$ cat config.mk
export PLATFORM = sky130hd
export DESIGN_NAME = sdram_arbit
export DESIGN_NICKNAME = d
export VERILOG_FILES = /design/src/rtl/sdram_pkg.sv /design/src/rtl/sdram_grant_watchdog.sv /design/src/rtl/sdram_arbit.sv
export SDC_FILE = /design/constraint.sdc
export NUM_CORES = 1
export LEC_CHECK = 0
export CORE_MARGIN = 2
export CORE_UTILIZATION = 31
export CTS_CLUSTER_SIZE = 28
export DETAILED_ROUTE_END_ITERATION = 10
export GPL_TIMING_DRIVEN = 0
export PLACE_DENSITY_LB_ADDON = 0.1
export REMOVE_ABC_BUFFERS = 1
export SLEW_MARGIN = 20
export SYNTH_ARGS = -nofsm -noshare
export SYNTH_HDL_FRONTEND = slang
export SYNTH_SLANG_ARGS = --single-unit
$ cat constraint.sdc
create_clock -name sysclk_100M -period 1.7 [get_ports sysclk_100M]
set_input_delay 0.425 -clock sysclk_100M [delete_from_list [all_inputs] [get_ports sysclk_100M]]
set_output_delay 0.425 -clock sysclk_100M [all_outputs]
set_load 0.02 [all_outputs]
$ cat src/rtl/sdram_pkg.sv
// Shared definitions for the SDRAM controller: command encodings,
// default bus widths and the arbiter state encoding.
package sdram_pkg;

  localparam int ADDR_W_DEF = 13;
  localparam int BANK_W_DEF = 2;

  // SDRAM commands as {cs_n, ras_n, cas_n, we_n}
  localparam logic [3:0] CMD_NOP       = 4'b0111;
  localparam logic [3:0] CMD_PRECHARGE = 4'b0010;
  localparam logic [3:0] CMD_AREF      = 4'b0001;
  localparam logic [3:0] CMD_ACTIVE    = 4'b0011;
  localparam logic [3:0] CMD_READ      = 4'b0101;
  localparam logic [3:0] CMD_WRITE     = 4'b0100;
  localparam logic [3:0] CMD_MRS       = 4'b0000;

  // Arbiter states
  typedef logic [2:0] arb_state_t;
  localparam arb_state_t ST_INIT    = 3'd0;
  localparam arb_state_t ST_ARBIT   = 3'd1;
  localparam arb_state_t ST_REFRESH = 3'd2;
  localparam arb_state_t ST_WRITE   = 3'd3;
  localparam arb_state_t ST_READ    = 3'd4;

endpackage

$ cat src/rtl/sdram_grant_watchdog.sv
// Grant watchdog: counts cycles spent in a grant state and forces the
// grant back to arbitration if the owner never pulses its end signal.
module sdram_grant_watchdog #(
  parameter int GRANT_TIMEOUT = 1000
) (
  input  logic clk,
  input  logic rst_n,
  input  logic in_grant,
  input  logic owner_end,
  output logic expire,
  output logic grant_timeout
);

  localparam int CW = (GRANT_TIMEOUT > 1) ? $clog2(GRANT_TIMEOUT) : 1;
  localparam logic [CW-1:0] LIMIT = CW'(GRANT_TIMEOUT - 1);

  logic [CW-1:0] count;

  // A normal end pulse on the last allowed cycle wins over the timeout.
  assign expire = in_grant && (count == LIMIT) && !owner_end;

  // Counter sits at zero outside grants so every grant starts from zero.
  always_ff @(posedge clk or negedge rst_n) begin
    if (!rst_n) begin
      count <= '0;
    end else if (!in_grant) begin
      count <= '0;
    end else begin
      count <= count + CW'(1);
    end
  end

  // One-cycle pulse coincident with the revoked ack falling.
  always_ff @(posedge clk or negedge rst_n) begin
    if (!rst_n) begin
      grant_timeout <= 1'b0;
    end else begin
      grant_timeout <= expire;
    end
  end

endmodule

$ cat src/rtl/sdram_arbit.sv
// Central SDRAM command arbiter. Grants the bus to one of refresh, write or
// read (refresh first, write/read alternating) with a req/ack/end handshake,
// and muxes the owner's command, address and bank onto the SDRAM bus.
// Handshake: a stage holds req high; ack rises the cycle after req is seen in
// ARBIT and stays high while the stage owns the bus; a one-cycle end pulse
// from the owner releases the bus on the next edge, and at least one NOP
// cycle separates consecutive grants.
module sdram_arbit
  import sdram_pkg::*;
#(
  parameter int GRANT_TIMEOUT = 1000,
  parameter int ADDR_W        = ADDR_W_DEF,
  parameter int BANK_W        = BANK_W_DEF
) (
  input  logic              sysclk_100M,
  input  logic              rst_n,
  input  logic              init_done,
  input  logic [3:0]        init_cmd,
  input  logic [ADDR_W-1:0] init_addr,
  input  logic              refresh_req,
  output logic              refresh_ack,
  input  logic              refresh_end,
  input  logic [3:0]        refresh_cmd,
  input  logic [ADDR_W-1:0] refresh_addr,
  input  logic              write_req,
  output logic              write_ack,
  input  logic              write_end,
  input  logic [3:0]        write_cmd,
  input  logic [ADDR_W-1:0] write_addr,
  input  logic [BANK_W-1:0] write_bank,
  input  logic              read_req,
  output logic              read_ack,
  input  logic              read_end,
  input  logic [3:0]        read_cmd,
  input  logic [ADDR_W-1:0] read_addr,
  input  logic [BANK_W-1:0] read_bank,
  output logic              sdram_cke,
  output logic [3:0]        sdram_cmd,
  output logic [ADDR_W-1:0] sdram_addr,
  output logic [BANK_W-1:0] sdram_bank_addr,
  output logic              grant_timeout,
  output logic [2:0]        state_dbg
);

  arb_state_t state;
  arb_state_t state_nxt;
  logic       last_was_write;
  logic       in_grant;
  logic       owner_end;
  logic       expire;

  assign state_dbg = state;
  assign in_grant  = (state == ST_REFRESH) || (state == ST_WRITE) || (state == ST_READ);

  // Only the current owner's end pulse is honoured.
  always_comb begin
    owner_end = 1'b0;
    case (state)
      ST_REFRESH: owner_end = refresh_end;
      ST_WRITE:   owner_end = write_end;
      ST_READ:    owner_end = read_end;
      default:    owner_end = 1'b0;
    endcase
  end

  sdram_grant_watchdog #(
    .GRANT_TIMEOUT(GRANT_TIMEOUT)
  ) u_watchdog (
    .clk          (sysclk_100M),
    .rst_n        (rst_n),
    .in_grant     (in_grant),
    .owner_end    (owner_end),
    .expire       (expire),
    .grant_timeout(grant_timeout)
  );

  // Next-state: refresh wins, then write/read alternate when both pend.
  always_comb begin
    state_nxt = state;
    case (state)
      ST_INIT: begin
        if (init_done) state_nxt = ST_ARBIT;
      end
      ST_ARBIT: begin
        if (refresh_req)              state_nxt = ST_REFRESH;
        else if (write_req && read_req) state_nxt = last_was_write ? ST_READ : ST_WRITE;
        else if (write_req)           state_nxt = ST_WRITE;
        else if (read_req)            state_nxt = ST_READ;
      end
      ST_REFRESH, ST_WRITE, ST_READ: begin
        if (owner_end || expire) state_nxt = ST_ARBIT;
      end
      default: state_nxt = ST_INIT;
    endcase
  end

  // State, registered acks (mirroring the grant state) and fairness flag.
  always_ff @(posedge sysclk_100M or negedge rst_n) begin
    if (!rst_n) begin
      state          <= ST_INIT;
      refresh_ack    <= 1'b0;
      write_ack      <= 1'b0;
      read_ack       <= 1'b0;
      last_was_write <= 1'b0;
    end else begin
      state       <= state_nxt;
      refresh_ack <= (state_nxt == ST_REFRESH);
      write_ack   <= (state_nxt == ST_WRITE);
      read_ack    <= (state_nxt == ST_READ);
      if (state_nxt == ST_WRITE && state != ST_WRITE) begin
        last_was_write <= 1'b1;
      end else if (state_nxt == ST_READ && state != ST_READ) begin
        last_was_write <= 1'b0;
      end
    end
  end

  // Clock enable comes up on the first edge out of reset and stays up.
  always_ff @(posedge sysclk_100M or negedge rst_n) begin
    if (!rst_n) begin
      sdram_cke <= 1'b0;
    end else begin
      sdram_cke <= 1'b1;
    end
  end

  // Bus mux straight from the registered state: owner commands pass through
  // with no added latency.
  always_comb begin
    sdram_cmd       = CMD_NOP;
    sdram_addr      = '0;
    sdram_bank_addr = '0;
    case (state)
      ST_INIT: begin
        sdram_cmd  = init_cmd;
        sdram_addr = init_addr;
      end
      ST_REFRESH: begin
        sdram_cmd  = refresh_cmd;
        sdram_addr = refresh_addr;
      end
      ST_WRITE: begin
        sdram_cmd       = write_cmd;
        sdram_addr      = write_addr;
        sdram_bank_addr = write_bank;
      end
      ST_READ: begin
        sdram_cmd       = read_cmd;
        sdram_addr      = read_addr;
        sdram_bank_addr = read_bank;
      end
      default: begin
        sdram_cmd       = CMD_NOP;
        sdram_addr      = '0;
        sdram_bank_addr = '0;
      end
    endcase
  end

endmodule

; ---- Yosys cells after proc, flatten, opt, wreduce, memory -nomap -nowiden
; Cells that the tools add are included.
[totals]
ff_bits = 19
latchBits = 0
ram_bits = 0
mem_bits_ro = 0
in_bits = 81
output_inout_bits = 27
n_memories = 0
[op_classes]
addsub = 1
n_mul = 0
div_mod_pow = 0
magnitude_cmp = 0
n_eq_ne = 10
shift = 0
mux = 15
bitwise = 0
reduce_logical = 12
[ops]
columns = operator, n
row1 = 13-bit case mux with 4 select lines, 1
row2 = 3-bit 2-to-1 mux, 7
row3 = 4-bit case mux with 4 select lines, 1
row4 = "3-bit by 2-bit == test with 1-bit output, second input constant", 4
row5 = "10-bit by 1-bit adder with 10-bit output, second input constant", 1
row6 = "10-bit == test, second input constant", 1
row7 = 10-bit 2-to-1 mux, 1
row8 = 3-bit case mux with 3 select lines, 1
row9 = "3-bit == test, second input constant", 2
row10 = 1-bit logical AND, 5
row11 = 2-bit case mux with 2 select lines, 1
row12 = "3-bit by 1-bit == test with 1-bit output, second input constant", 1
row13 = 3-bit logical NOT, 1
row14 = 1-bit logical OR, 3
row15 = "3-bit by 2-bit != test with 1-bit output, second input constant", 1
row16 = "3-bit != test, second input constant", 1
row17 = 1-bit case mux with 3 select lines, 1
row18 = 3-bit OR reduction, 1
row19 = 1-bit 2-to-1 mux, 2
row20 = 2-bit nonzero test, 1
row21 = 1-bit logical NOT, 1

; ---- Longest topological paths before layout
; Gate-level depths: netlist of run 1.
[logic_depth]
ltp_word = 12
depth_mapped = 7
mapped_depth_nobuf = 7

; ---- Hierarchy
; From an unflattened synthesis of run 1, not the netlist that was laid out.
[hier_totals]
cells_unflattened = 192
area_unflattened_um2 = 1542.7
[by_module_without_submodules]
columns = mod, instances, cells_per_inst, area_each_um2, seq_area_each_um2
row1 = sdram_arbit, 1, 143, 1036.0, 200.2
row2 = sdram_grant_watchdog, 1, 49, 506.7, 275.3

; ---- Worst setup path after synthesis of run 1
; No wires, ideal clock.
[synth_path]
path_type = reg2out
from = register state[1] (netlist: state_dbg[1])
to = output port sdram_addr[10]
arrival_time_ns = 1.846
required_time_ns = 1.275
path_slack_ns = -0.571
path_stages_with_launch = 7
n_path_buf = 3
cell_sequence = dfrtp_1 -> clkbuf_1 -> buf_2 -> nor2b_1 -> buf_2 -> a21oi_1 -> o21ai_0
[synth_via]
elab_chain_cells = 2
word_cells_on_any_way = 5
[synth_rtl]
columns = item, line_no
row1 = from (decl), sdram_arbit.sv:45  ; arb_state_t state;
row2 = from (signal assigned), sdram_arbit.sv:106  ; state <= state_nxt;
row3 = 3-bit == test (tied with other cells), sdram_arbit.sv:133  ; case (state)
row4 = 13-bit case mux with 4 select lines *, sdram_arbit.sv:133
row5 = to (decl), sdram_arbit.sv:39  ; output logic [ADDR_W-1:0] sdram_addr,
; Every way passes the cells marked *; elsewhere a longest branch is shown, timed or not.

; ---- Worst setup path in the final report of run 1
[layout_path]
from = register state[2] (netlist: state_dbg[2])
to = output port sdram_addr[8]
; Same word-level chain as after synthesis.

==> impl_metrics.tcl, run 1 <==
set metrics [dict create \
    status "finished, violations left" \
    violations "negative setup slack" \
    die_height_um 72.5 \
    cts_buffers 3 \
    io_pins 108 \
    clk_pin_slew_ns 0.07 \
    place_ws_ns -1.62 \
    antenna_found_initial 0 \
    clock-skew-final_ns 0.00305 \
    drive_gt1_frac 0.255 \
    start_util 0.328 \
    fp.coreArea_um2 4440 \
    core.rowCount 24 \
    switching_share 0.447 \
    layout_common_cells "clkdlybuf4s50_1, buf_4, nor2_1" \
    rsz0062_at_grt "yes" \
    fin_crit_sh 1.19 \
    maxCapViolCount 0 \
    drc_errors 0 \
    place_area_um2 2530 \
    setup_violations 23 \
    cp_max_fo 9 \
    synth_top_cell_by_area "dfrtp_1" \
    gr-total-overflow 0 \
    netlist_instances 180 \
    min_period_ns 2.03 \
    synth.distinct_cells 41 \
    synth_top_area_frac 0.326 \
    slew_headroom 0.428 \
    setup_ws_ns -0.326 \
    crit_type "flop to output pin" \
    r2r-start "state_dbg[1]$_DFF_PN0_" \
    grt_pass1_vias 1822 \
    htreeDepth 1 \
    layout_commonest_cell "clkdlybuf4s50_1" \
    gr-usage-all-layers 0.223 \
    nFillCells 386 \
    ff2ff_setup_slack_ns -0.16 \
    die_w_um 72.5 \
    routed_via_density 5.02 \
    cts_tree "done" \
    clock_path_buffers 2 \
    share_seq_of_total_power 0.173 \
    insertion_delay_ns 0.26 \
    globalplace.congestion 0.797 \
    synthToLayoutAreaGrowth_pct 100 \
    clockPowerShare 0.082 \
    ys_top_cells_by_area "dfrtp_1, mux2i_1, nor2_1" \
    hold_violations 0 \
    yosysSeqAreaShare 0.326 \
    cts_sinks 19 \
    worstSetupEndpointType "output pin" \
    pwr-share-comb 0.746 \
    utilization 0.657 \
    port_buffers 107 \
    dp_hpwl_um 3900 \
    avgSynthCellArea_um2 8.09 \
    worstPathRequired_ns 1.27 \
    synth_edf_count 0 \
    yosysWarnings 0 \
    p_int_w 0.00211 \
    drt-initial-drc-count 52 \
    grt_max_degree 20 \
    wl_per_cell_um 16.7 \
    ir_drop_v 0.000761 \
    cp-start-kind "flop" \
    min-delay-path-class "flop to flop" \
    final_nets 389 \
    num_antenna_cells 0 \
    grt_pass1_wl_um 9140 \
    clock.fmax_ghz 0.494 \
    final_area_um2 2920 \
    finalSetupTns_ns -5.55 \
    ys_ff_latch 19 \
    p_per_area_nw_per_um2 1310 \
    synthFlopType "dfrtp_1" \
    worstMarginPinSlew_ns 0.855 \
    antenna_left 0 \
    root_buffer "clkbuf_8" \
    dieArea_um2 5260 \
    startpoint "state_dbg[2]$_DFF_PN0_" \
    async_flop_share 1.00 \
    hold_start "u_watchdog.count[8]$_DFF_PN0_" \
    maxSlewViolCount 0 \
    dr.pass1.iters 4 \
    synth_area_um2 1460 \
    wl_um 6000 \
    leakagePower_nw 1.22 \
    cp.arrival_ns 1.60 \
    switchingPower_w 0.00171 \
    num_vias 1796 \
]
## final cells by class
cell class	count	area [µm²]	area share
clock inverters	1	5.00	0.00172
repair buffers	132	1310	0.448
clock buffers	3	41.3	0.0142
well taps	52	65.1	0.0223
inverters	4	15.0	0.00515
multi-input cells	147	997	0.342
flip-flops and latches	19	487	0.167
## Yosys cell counts (all sizes together), types with 3 or more instances
| library cell | number |
|---|---|
| o21ai | 18 |
| nand2 | 18 |
| nor2 | 30 |
| and3 | 3 |
| inv | 4 |
| a21oi | 20 |
| a22oi | 4 |
| buf | 4 |
| xnor2 | 3 |
| mux2i | 20 |
| dfrtp | 19 |
| clkbuf | 6 |
| nand3 | 5 |
| xor2 | 3 |
## repair_timing
action,CTS,global route
endpoints found under the setup margin,40,29
pin swaps,8,9
setup buffers,19,7
gates resized for setup,139,20
hold buffers,0,0
gates cloned,0,1
## through the flow
step                hold slack, ns  total power, W  cells
floorplan                    0.129         0.00185    170
global placement             0.486         0.00284    329
detailed placement           0.487         0.00286    329
CTS                          0.528         0.00353    352
global route                 0.603         0.00406    358
finish                       0.570         0.00382    358
## path summary, 6_finish.rpt
path	end	depth (start not counted)
max	sdram_addr[8]	6
min	u_watchdog.count[8]$_DFF_PN0_	2
max reg2reg	last_was_write$_DFFE_PN0P_	6
min reg2reg	u_watchdog.count[8]$_DFF_PN0_	2
max in group asynchronous	state_dbg[0]$_DFF_PN0_	1
min in group asynchronous	u_watchdog.count[6]$_DFF_PN0_	1
## flip-flops by register name, indices dropped and copies added, names as in the netlist
register / flops
u_watchdog.count: 10
state_dbg: 3
last_was_write: 1
read_ack: 1
refresh_ack: 1
sdram_cke: 1
u_watchdog.grant_timeout: 1
write_ack: 1
## power groups by stage
| stage | clock network (W) | logic [W] | registers [W] |
|---|---|---|---|
| after global routing | 0.000343 | 0.00305 | 0.000670 |
| final | 0.000312 | 0.00285 | 0.000659 |
| after detailed placement | 0 | 0.00204 | 0.000818 |
| after global placement | 0 | 0.00202 | 0.000821 |
| after CTS | 0.000315 | 0.00251 | 0.000703 |
| after floorplan | 0 | 0.00105 | 0.000795 |
## metal layers
layer,global-route usage,part of all wire,routed length [µm],vias to the layer above
li1,-,-,-,881
met4,0.0864,0.024,146,0
met2,0.371,0.48,2890,80
met1,0.274,0.42,2490,820
met5,0,0,0,-
met3,0.0597,0.078,468,15
## worst max-delay path, stage by stage, from the launching register on
cell,delay (ns)
dfrtp_4,0.51
nand2b_4,0.17
nor2_4,0.17
buf_12,0.15
nand2_1,0.05
o21ai_1,0.10
buf_4,0.19
## kinds of logic (layout without fill, tap and decap cells)
kind of cell               after synthesis  in the layout  share of synthesized area
AOI/OAI and AO/OA                       48             48                      0.194
other                                    1              1                    0.00257
and+or+nand+nor                         70             70                      0.236
xor gates and xnor gates                 6              6                     0.0361
DFF                                     19             19                      0.326
adders and majority gates                1              1                    0.00859
buffers and inverters                   14            140                     0.0507
muxes                                   21             21                      0.145
Note: power is estimated with default switching activity, not from simulation.
==> inputs of run 2 (changes only) <==
- CORE_MARGIN: 2 -> 8
==> run 2 against run 1 <==
The flow still finishes with violations (negative setup slack). Count of clock-buffer cells in the layout increased by 1. Global-route usage is 6.2 points lower. Final cell count fell by 1.4%. Largest cell class unchanged. Worst setup slack improved by 0.043 ns. Non-clock buffer count is 7 lower.
==> impl_metrics.tcl, run 2 (synthesized netlist as in run 1, its figures left out) <==
set metrics [dict create \
    grt_pass1_wl_um 9340 \
    switching_share 0.451 \
    startpoint "state_dbg[1]$_DFF_PN0_" \
    num_vias 1718 \
    p_per_area_nw_per_um2 1270 \
    maxSlewViolCount 0 \
    fin_cells 353 \
    cts_tree "done" \
    antenna_left 0 \
    gr-total-overflow 0 \
    worstPathRequired_ns 1.27 \
    wl_per_cell_um 17.2 \
    drc_errors 0 \
    share_seq_of_total_power 0.195 \
    pwr-share-comb 0.717 \
    min-delay-path-class "flop to flop" \
    finalSetupTns_ns -5.17 \
    cp.arrival_ns 1.56 \
    largest_register "u_watchdog.count" \
    cts_sinks 19 \
    dieArea_um2 7150 \
    die_w_um 84.5 \
    start_util 0.315 \
    r2r-start "state_dbg[1]$_DFF_PN0_" \
    grt_pass1_vias 1673 \
    worstMarginPinSlew_ns 0.887 \
    clockPowerShare 0.088 \
    maxCapViolCount 0 \
    clk_pin_slew_ns 0.07 \
    layout_commonest_cell "clkdlybuf4s50_1" \
    ir_drop_v 0.000537 \
    insertion_delay_ns 0.26 \
    hold_start "u_watchdog.count[0]$_DFF_PN0_" \
    cp_max_fo 11 \
    largest_reg_flops 10 \
    dp_hpwl_um 4420 \
    violations "negative setup slack" \
    drt-initial-drc-count 51 \
    p_int_w 0.00195 \
    utilization 0.603 \
    setup_violations 23 \
    gr-usage-all-layers 0.161 \
    hold_violations 0 \
    root_buffer "clkbuf_8" \
    leakagePower_nw 1.16 \
    dr.pass1.iters 4 \
    cts_buffers 3 \
    dpl.cell_count 331 \
    crit_type "flop to output pin" \
    worstSetupEndpointType "output pin" \
    clock_path_buffers 2 \
    rsz0062_at_grt "yes" \
    core.rowCount 25 \
    setup_ws_ns -0.283 \
    final_nets 382 \
    switchingPower_w 0.00160 \
    fin_crit_sh 1.17 \
    grt_max_degree 20 \
    clock-skew-final_ns 0.00463 \
    cp-start-kind "flop" \
    layout_common_cells "clkdlybuf4s50_1, buf_4, nor2_1" \
    htreeDepth 1 \
    antenna_found_initial 0 \
    wl_um 6080 \
    io_pins 108 \
    min_period_ns 1.98 \
    clock.fmax_ghz 0.504 \
    drive_gt1_frac 0.214 \
    synthToLayoutAreaGrowth_pct 91.7 \
    die_height_um 84.5 \
    num_antenna_cells 0 \
    fp.coreArea_um2 4630 \
    status "finished, violations left" \
    globalplace.congestion 0.746 \
    slew_headroom 0.407 \
    routed_via_density 4.87 \
    port_buffers 107 \
]
==> run 2: critical path, stage by stage (launching register included) <==
cell	delay (ns)
dfrtp_4	0.51
buf_12	0.17
nor2b_4	0.14
buf_6	0.13
a21oi_1	0.06
o21ai_1	0.12
buf_4	0.16
==> run 2: layer usage <==
metal | routed length (µm) | global-route usage
met5 | 0 | 0
met4 | 78 | 0.0421
met3 | 466 | 0.0468
met2 | 2880 | 0.278
met1 | 2650 | 0.189
==> run 2: final cells by class <==
class / count / area [µm²]
sequential: 19 / 487
multi-input combinational: 147 / 960
inverter: 4 / 15.0
clock buffer: 4 / 45.0
tap: 54 / 67.6
fill: 425 / 1840
timing repair buffer: 125 / 1220
==> run 2: through the flow <==
stage | cell area [µm²] | hold WS, ns | worst slack, ns | power [W]
detailed placement | 2540 | 0.483 | -1.61 | 0.00288
global placement | 2540 | 0.476 | -1.64 | 0.00286
finish | 2790 | 0.524 | -0.283 | 0.00356
global route | 2790 | 0.527 | -0.382 | 0.00381
floorplan | 1400 | 0.129 | -0.753 | 0.00185
CTS | 2750 | 0.530 | -0.314 | 0.00346
==> run 2: final timing paths <==
path,endpoint,slack (ns),cells past startpoint
max,sdram_addr[6],-0.28,6
min,u_watchdog.count[0]$_DFF_PN0_,0.52,1
max reg2reg,refresh_ack$_DFF_PN0_,-0.06,8
min reg2reg,u_watchdog.count[0]$_DFF_PN0_,0.52,1
max in group asynchronous,state_dbg[0]$_DFF_PN0_,0.39,1
min in group asynchronous,u_watchdog.count[0]$_DFF_PN0_,0.67,1
==> run 2: power by group through the flow <==
stage	registers [W]	logic, W	clock network, W
floorplan	0.000795	0.00105	0
global placement	0.000815	0.00204	0
detailed placement	0.000817	0.00206	0
CTS	0.000694	0.00244	0.000325
global route	0.000711	0.00276	0.000342
finish	0.000694	0.00255	0.000313
==> run 2: repair_timing <==
action	CTS	global route
hold buffers	0	0
endpoints found under the setup margin	40	25
pin swaps	3	5
setup buffers	14	5
resized for setup	146	9
==> inputs of run 3 (changes only) <==
- SLEW_MARGIN: 20 -> unset
==> results of run 3 <==
Final layout, timing and power as in run 2 (identical DEF).
